[config.mk]
export PLATFORM = sky130hd
export DESIGN_NAME = frenzy_coin_seq
export DESIGN_NICKNAME = d
export VERILOG_FILES = /design/src/rtl/frenzy_input_pkg.sv /design/src/rtl/req_latch.sv /design/src/rtl/frenzy_coin_seq.sv
export SDC_FILE = /design/constraint.sdc
export NUM_CORES = 1
export LEC_CHECK = 0
export ABC_CLOCK_PERIOD_IN_PS = 2690
export CORE_ASPECT_RATIO = 1.1
export CORE_MARGIN = 2
export CORE_UTILIZATION = 58
export CTS_CLUSTER_SIZE = 40
export DETAILED_ROUTE_END_ITERATION = 12
export PLACE_DENSITY = 0.78
export REMOVE_ABC_BUFFERS = 1
export SYNTH_ARGS = -nofsm -noshare
export SYNTH_HDL_FRONTEND = slang
export SYNTH_HIERARCHICAL = 1
export SYNTH_SLANG_ARGS = --single-unit
export TNS_END_PERCENT = 5
[constraint.sdc]
create_clock -name clk_sys -period 2.69 [get_ports clk_sys]
set_input_delay 0.4035 -clock clk_sys [delete_from_list [all_inputs] [get_ports clk_sys]]
set_output_delay 0.4035 -clock clk_sys [all_outputs]
set_load 0.01 [all_outputs]
[src/rtl/frenzy_input_pkg.sv]
// Shared types and defaults for the coin/start input sequencer.
package frenzy_input_pkg;

    typedef enum logic [2:0] {
        ST_IDLE  = 3'd0,
        ST_COIN  = 3'd1,
        ST_GAP   = 3'd2,
        ST_START = 3'd3,
        ST_HOLD  = 3'd4
    } state_t;

    typedef enum logic {
        SEL_S1 = 1'b0,
        SEL_S2 = 1'b1
    } sel_t;

    localparam int unsigned DEF_COIN_CYCLES  = 32'd4_000_000;
    localparam int unsigned DEF_START_CYCLES = 32'd2_000_000;
    localparam int unsigned DEF_GAP_CYCLES   = 32'd2_000_000;

    function automatic int unsigned max3(input int unsigned a, input int unsigned b,
                                         input int unsigned c);
        int unsigned m;
        m = (a > b) ? a : b;
        return (m > c) ? m : c;
    endfunction

endpackage

[src/rtl/req_latch.sv]
// Rising-edge detector feeding a sticky pending bit; a held-through-reset
// request does not fire because both history stages reset high.
module req_latch (
    input  logic clk_sys,
    input  logic reset,
    input  logic i_req,
    input  logic i_clr,
    output logic o_pend
);

    logic r_samp;
    logic r_hist;
    logic r_pend;
    logic w_rise;

    assign w_rise = r_samp & ~r_hist;
    assign o_pend = r_pend;

    // Sample the raw level and keep one cycle of history for edge detection.
    always_ff @(posedge clk_sys or posedge reset) begin
        if (reset) begin
            r_samp <= 1'b1;
            r_hist <= 1'b1;
        end else begin
            r_samp <= i_req;
            r_hist <= r_samp;
        end
    end

    // A fresh edge wins over a clear issued in the same cycle.
    always_ff @(posedge clk_sys or posedge reset) begin
        if (reset) begin
            r_pend <= 1'b0;
        end else if (w_rise) begin
            r_pend <= 1'b1;
        end else if (i_clr) begin
            r_pend <= 1'b0;
        end else begin
            r_pend <= r_pend;
        end
    end

endmodule

[src/rtl/frenzy_coin_seq.sv]
// Serialises coin/start requests into fixed-width, fixed-spacing pulses,
// optionally prefixing every start with a coin pulse.
module frenzy_coin_seq
    import frenzy_input_pkg::*;
#(
    parameter int unsigned COIN_CYCLES  = DEF_COIN_CYCLES,
    parameter int unsigned START_CYCLES = DEF_START_CYCLES,
    parameter int unsigned GAP_CYCLES   = DEF_GAP_CYCLES
) (
    input  logic clk_sys,
    input  logic reset,
    input  logic auto_coin,
    input  logic coin1_req,
    input  logic coin2_req,
    input  logic start1_req,
    input  logic start2_req,
    output logic coin1,
    output logic start1,
    output logic start2,
    output logic busy
);

    localparam int unsigned CNT_W = $clog2(max3(COIN_CYCLES, START_CYCLES, GAP_CYCLES)) + 1;
    localparam logic [CNT_W-1:0] COIN_LOAD  = CNT_W'(COIN_CYCLES - 32'd1);
    localparam logic [CNT_W-1:0] START_LOAD = CNT_W'(START_CYCLES - 32'd1);
    localparam logic [CNT_W-1:0] GAP_LOAD   = CNT_W'(GAP_CYCLES - 32'd1);

    logic             w_coin_req;
    logic             w_pend_coin, w_pend_s1, w_pend_s2;
    logic             w_clr_coin, w_clr_s1, w_clr_s2;
    state_t           r_state, w_state_nxt;
    logic [CNT_W-1:0] r_cnt, w_cnt_nxt;
    sel_t             r_sel, w_sel_nxt;
    logic             r_lat, w_lat_nxt;
    logic             w_coin1_nxt, w_start1_nxt, w_start2_nxt, w_busy_nxt;

    assign w_coin_req = coin1_req | coin2_req;

    req_latch u_coin (.clk_sys(clk_sys), .reset(reset), .i_req(w_coin_req),
                      .i_clr(w_clr_coin), .o_pend(w_pend_coin));
    req_latch u_s1   (.clk_sys(clk_sys), .reset(reset), .i_req(start1_req),
                      .i_clr(w_clr_s1), .o_pend(w_pend_s1));
    req_latch u_s2   (.clk_sys(clk_sys), .reset(reset), .i_req(start2_req),
                      .i_clr(w_clr_s2), .o_pend(w_pend_s2));

    // State, shared down-counter, start selection and "start follows" flag.
    always_ff @(posedge clk_sys or posedge reset) begin
        if (reset) begin
            r_state <= ST_IDLE;
            r_cnt   <= '0;
            r_sel   <= SEL_S1;
            r_lat   <= 1'b0;
        end else begin
            r_state <= w_state_nxt;
            r_cnt   <= w_cnt_nxt;
            r_sel   <= w_sel_nxt;
            r_lat   <= w_lat_nxt;
        end
    end

    // Arbitration in IDLE (coin > start1 > start2) and timed state exits.
    always_comb begin
        w_state_nxt = r_state;
        w_cnt_nxt   = r_cnt;
        w_sel_nxt   = r_sel;
        w_lat_nxt   = r_lat;
        w_clr_coin  = 1'b0;
        w_clr_s1    = 1'b0;
        w_clr_s2    = 1'b0;
        case (r_state)
            ST_IDLE: begin
                if (w_pend_coin) begin
                    w_state_nxt = ST_COIN;
                    w_cnt_nxt   = COIN_LOAD;
                    w_lat_nxt   = 1'b0;
                    w_clr_coin  = 1'b1;
                end else if (w_pend_s1 || w_pend_s2) begin
                    w_sel_nxt = w_pend_s1 ? SEL_S1 : SEL_S2;
                    w_clr_s1  = w_pend_s1;
                    w_clr_s2  = ~w_pend_s1;
                    if (auto_coin) begin
                        w_state_nxt = ST_COIN;
                        w_cnt_nxt   = COIN_LOAD;
                        w_lat_nxt   = 1'b1;
                    end else begin
                        w_state_nxt = ST_START;
                        w_cnt_nxt   = START_LOAD;
                        w_lat_nxt   = 1'b0;
                    end
                end else begin
                    w_cnt_nxt = '0;
                end
            end
            ST_COIN: begin
                if (r_cnt == '0) begin
                    w_state_nxt = ST_GAP;
                    w_cnt_nxt   = GAP_LOAD;
                end else begin
                    w_cnt_nxt = r_cnt - CNT_W'(1);
                end
            end
            ST_GAP: begin
                if (r_cnt == '0) begin
                    if (r_lat) begin
                        w_state_nxt = ST_START;
                        w_cnt_nxt   = START_LOAD;
                        w_lat_nxt   = 1'b0;
                    end else begin
                        w_state_nxt = ST_IDLE;
                        w_cnt_nxt   = '0;
                    end
                end else begin
                    w_cnt_nxt = r_cnt - CNT_W'(1);
                end
            end
            ST_START: begin
                if (r_cnt == '0) begin
                    w_state_nxt = ST_HOLD;
                    w_cnt_nxt   = GAP_LOAD;
                end else begin
                    w_cnt_nxt = r_cnt - CNT_W'(1);
                end
            end
            ST_HOLD: begin
                if (r_cnt == '0) begin
                    w_state_nxt = ST_IDLE;
                    w_cnt_nxt   = '0;
                end else begin
                    w_cnt_nxt = r_cnt - CNT_W'(1);
                end
            end
            default: begin
                w_state_nxt = ST_IDLE;
                w_cnt_nxt   = '0;
                w_lat_nxt   = 1'b0;
            end
        endcase
    end

    // Outputs are decoded from the next state so the registers track the state exactly.
    always_comb begin
        w_coin1_nxt  = (w_state_nxt == ST_COIN);
        w_busy_nxt   = (w_state_nxt != ST_IDLE);
        w_start1_nxt = 1'b0;
        w_start2_nxt = 1'b0;
        if (w_state_nxt == ST_START) begin
            w_start1_nxt = (w_sel_nxt == SEL_S1);
            w_start2_nxt = (w_sel_nxt == SEL_S2);
        end else begin
            w_start1_nxt = 1'b0;
            w_start2_nxt = 1'b0;
        end
    end

    // Registered pulse outputs.
    always_ff @(posedge clk_sys or posedge reset) begin
        if (reset) begin
            coin1  <= 1'b0;
            start1 <= 1'b0;
            start2 <= 1'b0;
            busy   <= 1'b0;
        end else begin
            coin1  <= w_coin1_nxt;
            start1 <= w_start1_nxt;
            start2 <= w_start2_nxt;
            busy   <= w_busy_nxt;
        end
    end

endmodule
Word-level counts from Yosys, hierarchy flattened
Index checks and enable logic that the tools add are counted.
- output and inout bits: 4
- input bits: 7
- word-level logic and storage cells: 88
- register bits: 41
- $add $sub $neg: 1
- equal/unequal tests: 8
- muxes and demuxes: 42
- reduce and logical (&&, ||, !) cells: 10
- bitwise logic cells: 10
- operators by type and width (kind ; number):
    2-to-1 mux 23 bit ; 5
    case mux 23 bit (4 select lines) ; 1
    2-to-1 mux 1 bit ; 24
    zero test 23 bit ; 1
    subtractor 23 x 1 -> 23 bit, second input constant ; 1
    2-to-1 mux 22 bit ; 1
    2-to-1 mux 21 bit ; 1
    2-to-1 mux 3 bit ; 6
    case mux 3 bit (5 select lines) ; 1
    equality test 3 x 2 -> 1 bit, second input constant ; 3
    equality test 3 x 1 -> 1 bit, second input constant ; 2
    inverter 1 bit ; 6
    nonzero test 2 bit ; 3
    2-to-1 mux 2 bit ; 2
    bitwise AND 1 bit ; 3
    equality test 3 bit, second input constant ; 1
    zero test 3 bit ; 1
    != test 3 x 2 -> 1 bit, second input constant ; 1
    case mux 1 bit (3 select lines) ; 1
    AND reduction 3 bit ; 1
    nonzero test 3 bit ; 1
    OR reduction 3 bit ; 1
    != test 2 bit, second input constant ; 1
    OR reduction 2 bit ; 1
    other kinds (2) ; 2

Depth between registers and ports, before layout
Gate-level depths: netlist of run 1.
- depth after elaboration: 6
- gate-level depth with buffers: 9
- mapped depth without buffers: 8

Cells and area by module
Netlist of run 1, hierarchy kept.
- by module, submodules not included (module ; cells an instance ; seq. area each (µm²) ; instances ; area each (µm²)):
    frenzy_coin_seq ; 172 ; 800.8 ; 1 ; 1671.6
    req_latch ; 7 ; 77.6 ; 3 ; 101.3

Worst setup path before layout of run 1
No wires, ideal clock.
- path type: flip-flop to flip-flop
- from: reg r_cnt[13]
- to: reg r_cnt[22]
- path buffers: 0
- period minus slack after synthesis: 1929 ps
- required time: 2570 ps
- library setup time: 120 ps
- stages on the path, launching flop included: 6
- setup slack: 761 ps
- data arrival time: 1809 ps
- cell sequence: dfrtp_1 > or4_4 > or4_4 > nor4_4 > xnor2_1 > nor2_1
- word-level cells in the longest chain between the ends: 3
- elaborated cells between the ends (all ways): 6
- classes of those cells: add/sub (1); mux (4); reduce/logical (1)
- RTL lines (item ; RTL line ; source):
    start, declared ; frenzy_coin_seq.sv:32 ; logic [CNT_W-1:0] r_cnt, w_cnt_nxt;
    start signal, assigned ; frenzy_coin_seq.sv:55 ; r_cnt <= w_cnt_nxt;
    subtractor 23 x 1 -> 23 bit or zero test 23 bit (tied branches) ; -- ;
    2-to-1 mux 23 bit, on equally long branches ; -- ;
    case mux 23 bit (4 select lines) (*) ; frenzy_coin_seq.sv:70 ; case (r_state)
    via w_cnt_nxt[22] ; frenzy_coin_seq.sv:32 ;
Mark *: on every way through the listed nets, which the timed path passes. The rest lies on a longest branch.
A chain may end at the register's enable or synchronous reset.

Worst setup path after layout of run 1
- from: reg r_cnt[0]
- to: reg r_cnt[5]
Same word-level chain as after synthesis.

==> results_dict.tcl, run 1 <==
set metrics [dict create \
    wl_um 3680 \
    max_slew_margin_pct 38.3 \
    hpwl_um 2640 \
    grt_antenna_before_repair 0 \
    hold_slack_ns 0.294 \
    nNetsFinal 215 \
    synth-edff-count 0 \
    firstDrtPassIters 5 \
    area_growth_pct 10.4 \
    drtIter0Drc 72 \
    largest_reg_flops 23 \
    clock_path_buffers 2 \
    grt_pass1_wl_um 6580 \
    clock-skew-final_ns 0.00724 \
    path_delay_family "simple AND/OR/NAND/NOR gates" \
    ir_worst_vdd_mv 0.341 \
    ctsResizeCount 0 \
    post-route-period-util_pct 81.5 \
    clkTransAtPathRegs_ns 0.11 \
    synthTopCellsByArea "dfrtp_1 44%, dfstp_2 8.0%, xor2_1 5.3%" \
    power_switching_share_pct 21.5 \
    netlist_area_mm2 0.00198 \
    wl_per_cell_um 15.1 \
    ys_ff_latch 41 \
    crit_chain "inv_1, ha_1, nor3b_1, and4_1, and2_1, nor2_1, a31oi_1" \
    clock_latency_ns 0.35 \
    drv_cap 0 \
    die_x_um 59.6 \
    cp-end-kind "register" \
    slowest_stage "nor2_1" \
    synth-main-ff-cell "dfrtp_1" \
    maxSlewViolCount 0 \
    worstReg2RegStart "r_cnt[0]" \
    yosysTopAreaCell "dfrtp_1" \
    synth_seq_area_share_pct 52.3 \
    root_buffer "clkbuf_4" \
    via_per_inst 5.85 \
    cts_tree "yes" \
    nFillCells 267 \
    hold_buffers 0 \
    rows 22 \
    async_flop_share_pct 100 \
    start_kind "register" \
    drc_errors 0 \
    ys_warn_count 6 \
    largest_register "r_cnt" \
    antenna_cells 0 \
    crit_type "register to register" \
    layout_min_cycle_time_ns 2.19 \
    synth_most_common_cell "dfrtp_1" \
    postCtsSetupRepairBufs 0 \
    crit_path_max_incr_delay_ns 0.56 \
    crit_buf_inv 1 \
    die_area_mm2 0.00389 \
    h-tree-depth 2 \
    rsz0062_at_grt "no" \
    p_switching_mw 0.209 \
    grt_overflow 0 \
    required_ns 2.88 \
    p_leak_nw 0.923 \
    grt_max_degree 20 \
    ant_nets 0 \
    p_seq_share_pct 64.3 \
    port_buffers 10 \
    startpoint "r_cnt[0]" \
    crit_fanout 10 \
    synth_top_area_share_pct 44.3 \
    p_total_mw 0.974 \
    vias 1422 \
    coreArea_mm2 0.00330 \
    gp_congestion 0.838 \
    die-height_um 65.2 \
    cts_buffers 5 \
    clockPowerShare_pct 32.8 \
    post-route-util_pct 66.1 \
    syn_inst 193 \
    status "completed" \
    tightestPinTransition_ns 0.916 \
    top_regs "r_cnt (23), r_state (3)" \
    p_int_mw 0.765 \
    hold_violations 0 \
    synth.distinct_cells 40 \
    start_util_pct 59.8 \
    avgSynthCellArea_um2 10.2 \
    yosys-top-cells-count "35 x dfrtp_1, 21 x nor2_1, 17 x inv_1, 12 x xor2_1" \
    fmax_mhz 456 \
    cts.sinks 41 \
    drive_gt1_share_pct 12.1 \
    grt_pass1_vias 1503 \
    ios 11 \
    p_per_area_mw_per_mm2 447 \
    setup_viol 0 \
    fin_tns_setup_ns 0 \
    cp.arrival_ns 2.39 \
    combPwrFrac_pct 2.9 \
    track_usage_pct 22.5 \
    hold_class "input pin to asynchronous set/reset pin" \
]
## power by group through the flow
stage | clock network (mW) | registers (mW) | logic [mW]
4_1_cts | 0.331 | 0.627 | 0.0289
2_1_floorplan | 0 | 0.638 | 0.0117
6_report | 0.320 | 0.627 | 0.0279
5_1_grt | 0.355 | 0.627 | 0.0318
3_3_place_gp | 0 | 0.638 | 0.0272
3_5_place_dp | 0 | 0.638 | 0.0288
## path summary, 6_finish.rpt
path,slack (ns),end,cells past startpoint
max in group asynchronous,1.67,r_cnt[4],3
min in group clk_sys,0.37,u_s1/r_hist,0
hold reg to reg,0.37,u_s1/r_hist,0
setup reg to reg,0.50,r_cnt[5],7
setup / recovery,0.50,r_cnt[5],7
hold / removal,0.29,u_coin/o_pend,2
## area by class of cell
| type | instances | area (um^2) | share of cell area, % |
|---|---|---|---|
| sequential | 41 | 1030 | 47.4 |
| multi-input combinational | 129 | 853 | 39.1 |
| timing repair buffer | 12 | 128 | 5.85 |
| inverter | 17 | 63.8 | 2.92 |
| clock buffer | 8 | 58.8 | 2.69 |
| tap | 36 | 45.0 | 2.06 |
## stage by stage
stage | instances | cell area (um^2) | worst slack, ns
global placement | 235 | 2120 | 0.623
CTS | 243 | 2180 | 0.546
detailed placement | 235 | 2120 | 0.569
global route | 243 | 2180 | 0.347
finish | 243 | 2180 | 0.497
floorplan | 187 | 1950 | 0.749
## metal layers
metal / track usage (%) / share of wire (%) / vias to the layer above
met5: 0 / 0 / -
met4: 7.22 / 1.5 / 0
met3: 5.91 / 5.2 / 8
met2: 37.1 / 48 / 45
met1: 28.4 / 45 / 675
li1: - / - / 694
## cell families after synthesis
logic type      after synthesis  share of synthesized area (%)
buf+inv                      23                           4.50
simple gates                 71                           21.0
mux                           1                          0.507
compound gates               34                           11.1
flops                        41                           52.3
fa+ha+maj                     2                           1.27
xor+xnor                     21                           9.31
## layout by cell type, fill, tap and decap left out, types with 6 or more instances in the layout
| master | instances |
|---|---|
| a21oi_1 | 10 |
| xnor2_1 | 9 |
| xor2_1 | 12 |
| dfrtp_1 | 35 |
| clkdlybuf4s50_1 | 10 |
| nand2_1 | 10 |
| nor2_1 | 21 |
| o21ai_0 | 9 |
| inv_1 | 17 |
| dfstp_2 | 6 |
No activity file was read; power rests on OpenSTA's default activity.
==> run 2: changes to the inputs <==
--- a/config.mk
+++ b/config.mk
@@ -5,13 +5,13 @@
 export SDC_FILE = /design/constraint.sdc
 export NUM_CORES = 1
 export LEC_CHECK = 0
-export ABC_CLOCK_PERIOD_IN_PS = 2690
+export ABC_CLOCK_PERIOD_IN_PS = 1770
 export CORE_ASPECT_RATIO = 1.1
 export CORE_MARGIN = 2
-export CORE_UTILIZATION = 58
+export CORE_UTILIZATION = 53
 export CTS_CLUSTER_SIZE = 40
 export DETAILED_ROUTE_END_ITERATION = 12
-export PLACE_DENSITY = 0.78
+export PLACE_DENSITY = 0.75
 export REMOVE_ABC_BUFFERS = 1
 export SYNTH_ARGS = -nofsm -noshare
 export SYNTH_HDL_FRONTEND = slang
==> constraint.sdc (replaced) <==
create_clock -name clk_sys -period 1.77 [get_ports clk_sys]
set_input_delay 0.2655 -clock clk_sys [delete_from_list [all_inputs] [get_ports clk_sys]]
set_output_delay 0.2655 -clock clk_sys [all_outputs]
set_load 0.01 [all_outputs]
==> results_dict.tcl, run 2 (synthesis results as in run 1) <==
set metrics [dict create \
    grt_pass1_wl_um 7980 \
    post-route-util_pct 76.5 \
    start_kind "register" \
    p_leak_nw 1.16 \
    rsz0062_at_grt "yes" \
    cp-end-kind "register" \
    layout_common_cells "36 x buf_4, 35 x dfrtp_1, 17 x nor2_1" \
    regArea_mm2 0.00103 \
    coreArea_mm2 0.00360 \
    status "finished with violations" \
    clock_latency_ns 0.31 \
    die_x_um 62.2 \
    hpwl_um 3330 \
    hold_violations 0 \
    clock_path_buffers 2 \
    die_area_mm2 0.00423 \
    grt_pass1_vias 1679 \
    p_per_area_mw_per_mm2 688 \
    tightestPinTransition_ns 0.609 \
    h-tree-depth 2 \
    crit_type "register to register" \
    grt_antenna_before_repair 0 \
    cp.arrival_ns 2.11 \
    nNetsFinal 253 \
    setup_viol 24 \
    post-route-period-util_pct 108 \
    clkTransAtPathRegs_ns 0.09 \
    drtIter0Drc 100 \
    grt_overflow 0 \
    hold_class "input pin to asynchronous set/reset pin" \
    maxSlewViolCount 0 \
    grt_max_degree 33 \
    crit_fanout 3 \
    via_per_inst 5.72 \
    vias 1686 \
    ant_nets 0 \
    drc_errors 0 \
    wl_um 5110 \
    crit_path_max_incr_delay_ns 0.57 \
    antenna_cells 0 \
    wl_per_cell_um 17.3 \
    ir_worst_vdd_mv 0.604 \
    cts.sinks 41 \
    die-height_um 68.0 \
    root_buffer "clkbuf_8" \
    start_util_pct 54.9 \
    firstDrtPassIters 4 \
    cts_buffers 5 \
    crit_buf_inv 0 \
    port_buffers 10 \
    largest_reg_flops 23 \
    layout_min_cycle_time_ns 1.92 \
    max_slew_margin_pct 59.0 \
    clock-skew-final_ns 0.0108 \
    path_delay_family "simple AND/OR/NAND/NOR gates" \
    fmax_mhz 522 \
    cts_tree "yes" \
    drive_gt1_share_pct 38.0 \
    path_common_cell "or4_4" \
    drv_cap 0 \
    rows 23 \
    track_usage_pct 25.2 \
    multi_input_area_mm2 0.00103 \
    hold_slack_ns 0.214 \
    setup_ws_ns -0.146 \
    crit_chain "or4_4, or4_4, nor4_4, xnor2_1, nor2_1" \
    largest_register "r_cnt" \
    top_regs "r_cnt (23), r_state (3)" \
    slowest_stage "or4_4" \
    layout_commonest_cell "buf_4" \
    nFillCells 236 \
    gp_congestion 0.804 \
    area_growth_pct 39.2 \
    required_ns 1.97 \
    ios 11 \
    violations "setup timing" \
]
[run 2: cell types whose count changed in the layout (fill, tap and decap cells not counted), moves of 4 or more]
cell,delta
clkbuf_8,+4
nor4_1,-4
nor2_1,-4
clkbuf_4,-5
buf_4,+35
[run 2: what timing repair did]
item | in CTS | in global routing
buffers inserted | 2 | 1
hold buffers | 0 | 0
endpoints found under the setup margin | 31 | 30
cloned | 0 | 1
gates resized for setup | 30 | 15
pin swaps | 14 | 4
[run 2: power breakdown]
group          switching [mW]  total, mW  internal [mW]
registers             0.00391      0.952          0.948
clock network           0.341      0.901          0.560
logic                  0.0248     0.0400         0.0152
total                   0.369       1.89           1.52
[run 2: worst paths after layout]
kind,endpoint,from,depth (start not counted),slack (ns)
max,r_cnt[22],r_cnt[13],5,-0.15
min,u_s1/o_pend,reset,2,0.21
max reg2reg,r_cnt[22],r_cnt[13],5,-0.15
min reg2reg,u_s2/r_hist,u_s2/r_samp,0,0.37
max in group asynchronous,r_state[1],reset,3,1.03
min in group clk_sys,u_s2/r_samp,start2_req,1,0.37
[run 2: layout make-up]
cell class,count,share of cell area (%)
repair buffers,50,15.4
clock inverters,3,2.37
well taps,50,2.27
multi-input cells,129,37.5
clock buffers,5,2.50
flip-flops and latches,41,37.6
inverters,17,2.32
[run 2: worst register-to-register path: stages, from the launching register on]
cell and delay, ns:
dfrtp_1 0.38, or4_4 0.57, or4_4 0.47, nor4_4 0.18, xnor2_1 0.15, nor2_1 0.05
[run 2: per-layer routing]
layer  global-route usage, %  part of all wire, %  wire (um)
met3                    6.09                  3.4        174
met5                       0                    0          0
met4                    13.1                  3.6        184
met2                    46.2                   52       2670
met1                    27.9                   41       2070
[run 2: through the flow]
stage	instances	area [um^2]	power [mW]	setup TNS, ns	worst slack [ns]
after floorplan	187	1950	0.987	-1.87	-0.171
after global placement	283	2400	1.01	-1.87	-0.128
after detailed placement	283	2400	1.01	-4.04	-0.241
after CTS	293	2680	1.90	-0.781	-0.141
after global routing	295	2750	1.95	-3.39	-0.190
final	295	2750	1.89	-1.41	-0.146
==> run 3: changes to the inputs <==
--- a/config.mk
+++ b/config.mk
@@ -6,12 +6,14 @@
 export NUM_CORES = 1
 export LEC_CHECK = 0
 export ABC_CLOCK_PERIOD_IN_PS = 1770
+export CAP_MARGIN = 40
 export CORE_ASPECT_RATIO = 1.1
 export CORE_MARGIN = 2
-export CORE_UTILIZATION = 53
+export CORE_UTILIZATION = 55
+export CTS_BUF_LIST = sky130_fd_sc_hd__clkbuf_4 sky130_fd_sc_hd__clkbuf_8
 export CTS_CLUSTER_SIZE = 40
 export DETAILED_ROUTE_END_ITERATION = 12
-export PLACE_DENSITY = 0.75
+export PLACE_DENSITY = 0.77
 export REMOVE_ABC_BUFFERS = 1
 export SYNTH_ARGS = -nofsm -noshare
 export SYNTH_HDL_FRONTEND = slang
==> results_dict.tcl, run 3 (synthesis results as in run 1) <==
set metrics [dict create \
    status "finished with violations" \
    violations "setup timing" \
    multi_input_area_um2 970 \
    hold_violations 0 \
    h-tree-depth 2 \
    largest_reg_flops 23 \
    die-height_um 66.9 \
    grt_pass1_wl_um 7410 \
    largest_register "r_cnt" \
    crit_path_max_incr_delay_ns 0.57 \
    cp-endpoint "r_cnt[22]" \
    area_growth_pct 34.1 \
    clock_latency_ns 0.36 \
    crit_chain "or4_4, or4_4, nor4_4, xnor2_1, nor2_1" \
    regArea_mm2 0.00103 \
    fin_area_mm2 0.00265 \
    r2r_cells 5 \
    coreArea_mm2 0.00339 \
    crit_type "register to register" \
    fmax_mhz 518 \
    drive_gt1_share_pct 34.4 \
    startpoint "r_cnt[13]" \
    ir_worst_vdd_mv 0.882 \
    clock-skew-final_ns 0.00666 \
    ios 11 \
    p_per_area_mw_per_mm2 658 \
    firstDrtPassIters 4 \
    nFillCells 211 \
    path_delay_family "simple AND/OR/NAND/NOR gates" \
    worstReg2RegStart "r_cnt[13]" \
    r2r-end "r_cnt[22]" \
    grt_pass1_vias 1719 \
    slowest_stage "or4_4" \
    crit_buf_inv 0 \
    via_per_inst 5.61 \
    root_buffer "clkbuf_4" \
    hold_class "input pin to asynchronous set/reset pin" \
    setup_viol 10 \
    clock_path_buffers 2 \
    drv_cap 0 \
    drtIter0Drc 131 \
    grt_overflow 0 \
    start_util_pct 58.4 \
    crit_fanout 3 \
    rsz0062_at_grt "yes" \
    layout_commonest_cell "dfrtp_1" \
    vias 1637 \
    port_buffers 10 \
    cts.sinks 41 \
    post-route-util_pct 78.3 \
    die_x_um 61.1 \
    hold_buffers 0 \
    p_leak_nw 1.15 \
    cp.arrival_ns 2.19 \
    layout_min_cycle_time_ns 1.93 \
    fin_tns_setup_ns -0.480 \
    wl_per_cell_um 15.5 \
    antenna_cells 0 \
    rows 22 \
    gp_congestion 0.839 \
    hold_slack_ns 0.158 \
    die_area_mm2 0.00409 \
    start_kind "register" \
    post-route-period-util_pct 109 \
    wl_um 4540 \
    nNetsFinal 252 \
    cts_buffers 5 \
    track_usage_pct 25.4 \
    path_common_cell "or4_4" \
    drc_errors 0 \
    required_ns 2.03 \
    grt_max_degree 33 \
    top_regs "r_cnt (23), r_state (3)" \
    cts_tree "yes" \
    max_slew_margin_pct 72.2 \
    tightestPinTransition_ns 0.417 \
    hpwl_um 3110 \
    cp-end-kind "register" \
    clkTransAtPathRegs_ns 0.12 \
    dpl_cell_area_mm2 0.00240 \
    layout_common_cells "35 x dfrtp_1, 34 x buf_4, 19 x nor2_1" \
    r2r_setup_slack_ns -0.16 \
    setup_ws_ns -0.161 \
    cp.depth 5 \
    ant_nets 0 \
    grt_antenna_before_repair 0 \
    maxSlewViolCount 0 \
]
run 3: cell types whose count changed in the layout (fill, tap and decap cells not counted), sizes merged:
cell,previous run,this run
buf,40,39
run 3: how the worst min path moves through the flow:
stage                              from            end  slack (ns)  cells past startpoint
after floorplan                   reset  u_coin/o_pend        0.02                      1
after global placement    u_coin/r_samp  u_coin/r_hist        0.36                      0
after detailed placement    u_s1/r_samp    u_s1/r_hist        0.36                      0
after CTS                         reset  u_coin/o_pend        0.14                      2
after global routing              reset    u_s1/o_pend        0.16                      2
final                             reset  u_coin/o_pend        0.16                      2
run 3: cell type report:
class                           instances  area share, %
Inverter                               17           2.41
Timing Repair Buffer                   49           15.9
Sequential cell                        41           39.0
Clock buffer                            5           1.42
Multi-Input combinational cell        129           36.6
Tap cell                               48           2.27
Clock inverter                          3           2.46
run 3: power by group:
part           internal, mW  switching [mW]  total, mW
Clock                 0.437           0.314      0.751
Sequential            0.949         0.00364      0.953
Combinational        0.0151          0.0240     0.0391
run 3: per-stage QoR:
step           total power, mW  setup slack [ns]  cells
2_1_floorplan            0.987            -0.171    187
3_3_place_gp              1.01            -0.119    282
3_5_place_dp              1.01            -0.195    282
4_1_cts                   1.75            -0.135    291
5_1_grt                   1.80            -0.197    292
6_report                  1.74            -0.161    292
run 3: routing by layer:
layer | routed length, um | vias to the layer above | track usage [%]
met5 | 0 | - | 0
met2 | 2490 | 38 | 43.2
li1 | - | 768 | -
met1 | 1810 | 823 | 27.7
met3 | 148 | 8 | 7.18
met4 | 91 | 0 | 13.9
run 3: timing repair:
action,CTS,global route
gates resized for setup,11,23
setup endpoints to repair,30,30
pin swaps,4,6
setup buffers,1,1
